[src/rtl/div_result_bcd.sv]
// Binary-to-packed-BCD converter for divider results.
// Sequential double-dabble, one bit per cycle, with a valid/ready handshake on both sides.
module div_result_bcd #(
    parameter  int WIDTH  = 32,
    parameter  int DIGITS = 10,
    localparam int CNTW   = $clog2(WIDTH + 1),
    localparam int NDW    = $clog2(DIGITS + 1)
) (
    input  logic                  clk,
    input  logic                  reset,
    input  logic                  in_valid,
    output logic                  in_ready,
    input  logic [WIDTH-1:0]      bin_in,
    output logic                  out_valid,
    input  logic                  out_ready,
    output logic [4*DIGITS-1:0]   bcd_out,
    output logic [NDW-1:0]        ndigits
);

    typedef enum logic [1:0] {
        IDLE  = 2'd0,
        SHIFT = 2'd1,
        DONE  = 2'd2
    } state_t;

    state_t                state;
    state_t                state_next;
    logic [WIDTH-1:0]      shift_bin;
    logic [4*DIGITS-1:0]   bcd_acc;
    logic [CNTW-1:0]       cnt;
    logic [4*DIGITS-1:0]   adjusted;
    logic [4*DIGITS-1:0]   bcd_shifted;
    logic [WIDTH-1:0]      bin_shifted;
    logic [NDW-1:0]        nd_next;
    logic                  last_shift;

    assign last_shift = (cnt == CNTW'(WIDTH - 1));
    assign in_ready   = (state == IDLE);
    assign out_valid  = (state == DONE);

    always_comb begin
        adjusted = bcd_acc;
        for (int i = 0; i < DIGITS; i++) begin
            if (bcd_acc[4*i +: 4] >= 4'd5) begin
                adjusted[4*i +: 4] = bcd_acc[4*i +: 4] + 4'd3;
            end
        end
    end

    // The combined {bcd,bin} register rotates rather than shifts; the bit that wraps
    // into the binary LSB is always zero because the result cannot overflow DIGITS.
    assign bcd_shifted = {adjusted[4*DIGITS-2:0], shift_bin[WIDTH-1]};
    assign bin_shifted = {shift_bin[WIDTH-2:0], adjusted[4*DIGITS-1]};

    always_comb begin
        nd_next = NDW'(1);
        for (int i = 0; i < DIGITS; i++) begin
            if (bcd_shifted[4*i +: 4] != 4'd0) begin
                nd_next = NDW'(i + 1);
            end
        end
    end

    always_ff @(posedge clk or negedge reset) begin
        if (!reset) begin
            state <= IDLE;
        end else begin
            state <= state_next;
        end
    end

    always_comb begin
        state_next = state;
        case (state)
            IDLE:    if (in_valid) state_next = SHIFT;
            SHIFT:   if (last_shift) state_next = DONE;
            DONE:    if (out_ready) state_next = IDLE;
            default: state_next = IDLE;
        endcase
    end

    always_ff @(posedge clk or negedge reset) begin
        if (!reset) begin
            shift_bin <= '0;
            bcd_acc   <= '0;
            cnt       <= '0;
            bcd_out   <= '0;
            ndigits   <= '0;
        end else begin
            case (state)
                IDLE: begin
                    if (in_valid) begin
                        shift_bin <= bin_in;
                        bcd_acc   <= '0;
                        cnt       <= '0;
                    end
                end
                SHIFT: begin
                    bcd_acc   <= bcd_shifted;
                    shift_bin <= bin_shifted;
                    cnt       <= cnt + CNTW'(1);
                    if (last_shift) begin
                        bcd_out <= bcd_shifted;
                        ndigits <= nd_next;
                    end
                end
                default: begin
                end
            endcase
        end
    end

endmodule

[config.mk]
export PLATFORM = sky130hd
export DESIGN_NAME = div_result_bcd
export DESIGN_NICKNAME = d
export VERILOG_FILES = /design/src/rtl/div_result_bcd.sv
export SDC_FILE = /design/constraint.sdc
export NUM_CORES = 1
export LEC_CHECK = 0
export ABC_CLOCK_PERIOD_IN_PS = 3700
export BUFFER_PORTS_ARGS = -buffer_cell sky130_fd_sc_hd__buf_2
export CORE_ASPECT_RATIO = 1.2
export CORE_UTILIZATION = 38
export CTS_CLUSTER_DIAMETER = 60
export DETAILED_ROUTE_END_ITERATION = 10
export PLACE_DENSITY_LB_ADDON = 0.3
export REMOVE_ABC_BUFFERS = 1
export SLEW_MARGIN = 15
export SYNTH_ARGS = -nofsm -noshare
export SYNTH_HDL_FRONTEND = slang
export SYNTH_SLANG_ARGS = --single-unit
[constraint.sdc]
create_clock -name clk -period 3.7 [get_ports clk]
set_input_delay 0.37 -clock clk [delete_from_list [all_inputs] [get_ports clk]]
set_output_delay 0.37 -clock clk [all_outputs]
set_load 0.02 [all_outputs]
==> impl_results.rst <==
.. list-table::
   :header-rows: 1

   * - Metric
     - Value
   * - Combined area of all synthesized cells
     - 6225 µm²
   * - Number of maximum-capacitance constraint violations
     - 0
   * - Vias in the first global route
     - 5213
   * - Pre-Repair DR Iteration Count
     - 5
   * - Number of buffers created by CTS
     - 17
   * - Post-detailed-route wirelength per cell
     - 15.52 µm
   * - Post-place instance area
     - 6834 µm²
   * - Critical path endpoint category
     - register
   * - Width of the die
     - 118.8 µm
   * - Post-synthesis sequential element count
     - 124
   * - Layout Nets
     - 800
   * - Layout overhead on the synthesized area
     - 19.30%
   * - I/O Buffers
     - 81
   * - Post-layout utilization of the core
     - 46.92%
   * - Post-synthesis cell type count
     - 45
   * - Result of the run
     - completed
   * - Worst relative slew slack
     - 46.23%
   * - Mapped Avg Cell Area
     - 9.291 µm²
   * - Post-Route Skew
     - 0.005920 ns
   * - Area of all placed cells without fillers
     - 7426 µm²
   * - Leakage
     - 3.378 nW
   * - Internal power
     - 3.733 mW
   * - Final Non-Filler Cells
     - 964
   * - Initial antenna violation count
     - 0
   * - Data arrival, critical path
     - 2.51 ns
   * - Core area
     - 15830 µm²
   * - Endpoint required time on the critical path
     - 4.00 ns
   * - Rows
     - 50
   * - NetSw
     - 2.092 mW
   * - Pre-CTS setup slack
     - 1.512 ns
   * - Transition time at the pin with the least slew margin
     - 0.8066 ns
   * - Total count of max-transition violations in the final report
     - 0
   * - Post-route setup TNS
     - 0 ns
   * - Antenna violation net count after detailed routing
     - 0
   * - Worst IR drop on VDD
     - 0.3836 mV
   * - Unrepaired setup endpoints after global routing
     - no
   * - Cell at the root of the clock tree
     - clkbuf_16
   * - Combinational share of power
     - 34.4%
   * - Post-synthesis instance total
     - 670
   * - Sequential share of the synthesized area
     - 49.85%
   * - DRC errors left
     - 0
   * - Final period utilization
     - 59.95%
   * - I/O Pins
     - 82
   * - Final hold slack
     - 0.04471 ns
   * - Average via count per standard cell
     - 5.422
   * - Clock power share
     - 28.3%
   * - Total number of vias
     - 5227
   * - Full die area
     - 16900 µm²
   * - Dpl cells
     - 932
   * - Crit path kind
     - reg2reg
   * - Overflow after GRT
     - 0
   * - Layout cell share with drive strength beyond 1
     - 18.52%
   * - Fraction of power consumed by sequential logic
     - 37.3%
   * - Startpoint kind of the worst setup timing path
     - register
   * - Power density normalized to cell area
     - 784.5 nW/µm²
   * - First-pass GRT wire length
     - 25480 µm
   * - Maximum level of the CTS H-tree
     - 4
   * - DRT Wirelength
     - 14960 µm
   * - Clock tree from TritonCTS
     - built
   * - Final period demand of the worst path
     - 2.218 ns
   * - Sinks on Clock Net
     - 124
   * - Final total power
     - 5.825 mW
   * - Post-cts repair resize count
     - 0
   * - Maximum fanout along the worst path
     - 5
   * - Die H
     - 142.2 µm
   * - Warnings from Yosys
     - 0
   * - Global routing usage summed across all routing layers
     - 18.96%
   * - Clock slew at the register clock pins of the worst setup and hold paths
     - 0.05 ns
   * - Cts-stage hold buffer count
     - 0
   * - Number of DRC violations after detailed-routing iteration 0
     - 319
   * - Initial cell density of the core
     - 39.33%
   * - DP HPWL
     - 9856 µm
   * - Path type of the worst min-delay path
     - in2async
   * - Hold violation total from the final report
     - 0
   * - RD Place Congestion
     - 0.8197
   * - # diodes
     - 0
   * - Buffer levels on the longest clock path
     - 2
   * - Final setup violation count
     - 0
   * - Switch share
     - 35.91%
   * - Setup Fix Bufs, Post-CTS
     - 0
   * - Clock Latency Late Sink
     - 0.42 ns
   * - Maximum number of pins on one net before global-route repair
     - 65
   * - Post-route worst setup slack
     - 1.482 ns
   * - FMAX
     - 0.4508 GHz
[synth_stat cells, drive strengths merged]
library cell / n / area, µm²
mux2: 6 / 67.56
a22oi: 32 / 240.2
a21oi: 66 / 337.8
o21a: 1 / 7.510
or3b: 3 / 26.28
nor3: 15 / 86.34
nand2b: 14 / 87.58
nand3b: 1 / 7.510
nand4: 5 / 31.28
o221ai: 1 / 8.760
buf: 5 / 27.52
o21ai: 107 / 535.5
and2b: 1 / 7.510
a21boi: 1 / 11.26
o211ai: 4 / 30.03
nand3: 6 / 30.03
nor3b: 12 / 95.09
o21bai: 3 / 22.52
o22ai: 1 / 6.260
and4bb: 1 / 12.51
a21o: 2 / 15.01
a22o: 9 / 80.08
nand2: 86 / 322.8
nor2: 24 / 92.59
o31ai: 2 / 15.01
mux2i: 4 / 40.04
or4b: 2 / 27.53
clkbuf: 32 / 120.1
inv: 23 / 86.33
a211oi: 1 / 7.510
dfrtp: 124 / 3103
nor2b: 38 / 237.7
a31oi: 4 / 25.02
xnor2: 10 / 87.58
and3: 2 / 12.51
ha: 21 / 262.8
o211a: 1 / 10.01
[power groups by stage]
stage	Sequential [mW]	Clock, mW	Combinational (mW)
2_1_floorplan	2.09	0	1.54
3_3_place_gp	2.15	0	1.87
3_5_place_dp	2.18	0	2.01
4_1_cts	2.16	1.69	2.02
5_1_grt	2.24	1.75	2.29
6_report	2.17	1.65	2.00
[cell type report]
type / instances / area (µm²)
repair buffers: 91 / 483.0
well taps: 208 / 260.3
multi-input cells: 486 / 2902
clock buffers: 26 / 509.2
fillers: 1480 / 8402
clock inverters: 6 / 82.58
flip-flops and latches: 124 / 3103
inverters: 23 / 86.33
[cells in the final DEF (no fill, tap or decap), types with 5 or more instances in the layout]
| master | instances |
|---|---|
| dfrtp_1 | 124 |
| o21ai_0 | 105 |
| nand2_1 | 86 |
| buf_2 | 80 |
| a21oi_1 | 64 |
| nor2b_1 | 36 |
| a22oi_1 | 32 |
| inv_1 | 23 |
| nor2_1 | 23 |
| ha_1 | 21 |
| clkbuf_16 | 17 |
| nand2b_1 | 14 |
| nor3_1 | 14 |
| nor3b_1 | 11 |
| buf_4 | 11 |
| xnor2_1 | 10 |
| a22o_1 | 8 |
| mux2_2 | 6 |
| nand3_1 | 6 |
| nand4_1 | 5 |
| clkbuf_8 | 5 |
[sequential cells by signal, indices dropped and copies added, names as in the netlist]
| register | count |
|---|---|
| ndigits | 4 |
| state | 2 |
| bcd_acc | 40 |
| shift_bin | 32 |
| cnt | 6 |
| bcd_out | 40 |
[worst max-delay path, stage by stage, from the launching register on]
cell,delay [ns]
dfrtp_1,0.40
inv_1,0.10
ha_1,0.25
nand2b_1,0.09
a21oi_1,0.24
mux2_2,0.39
nand4_1,0.17
a211oi_1,0.08
o31ai_1,0.27
nand2_1,0.09
[path summary, 6_finish.rpt]
check | slack, ns | to | startpoint | depth (start not counted)
min in group clk | 0.24 | shift_bin[10]$_DFFE_PN0P_ | bin_in[10] | 3
setup / recovery | 1.48 | ndigits[0]$_DFFE_PN0P_ | bcd_acc[20]$_DFFE_PN0P_ | 9
setup reg to reg | 1.48 | ndigits[0]$_DFFE_PN0P_ | bcd_acc[20]$_DFFE_PN0P_ | 9
hold reg to reg | 0.47 | bcd_out[29]$_DFFE_PN0P_ | bcd_out[29]$_DFFE_PN0P_ | 2
max in group asynchronous | 2.71 | bcd_out[33]$_DFFE_PN0P_ | reset | 2
hold / removal | 0.04 | bcd_acc[3]$_DFFE_PN0P_ | reset | 1
[layer usage]
layer  global-route usage (%)  vias to the layer above  wire length [µm]
li1                         -                     2508                 -
met1                    22.93                     2560              6579
met2                    32.13                      138              7340
met3                    4.607                       21               754
met4                    8.261                        0               288
met5                        0                        -                 0
[logic make-up after synthesis]
family | Yosys count | share of synthesized area [%]
compound gates | 235 | 21.73
flops | 124 | 49.85
xor+xnor | 10 | 1.407
mux | 10 | 1.729
fa+ha+maj | 21 | 4.221
simple gates | 210 | 17.31
buf+inv | 60 | 3.759
Power figures use the tool's default switching activity.
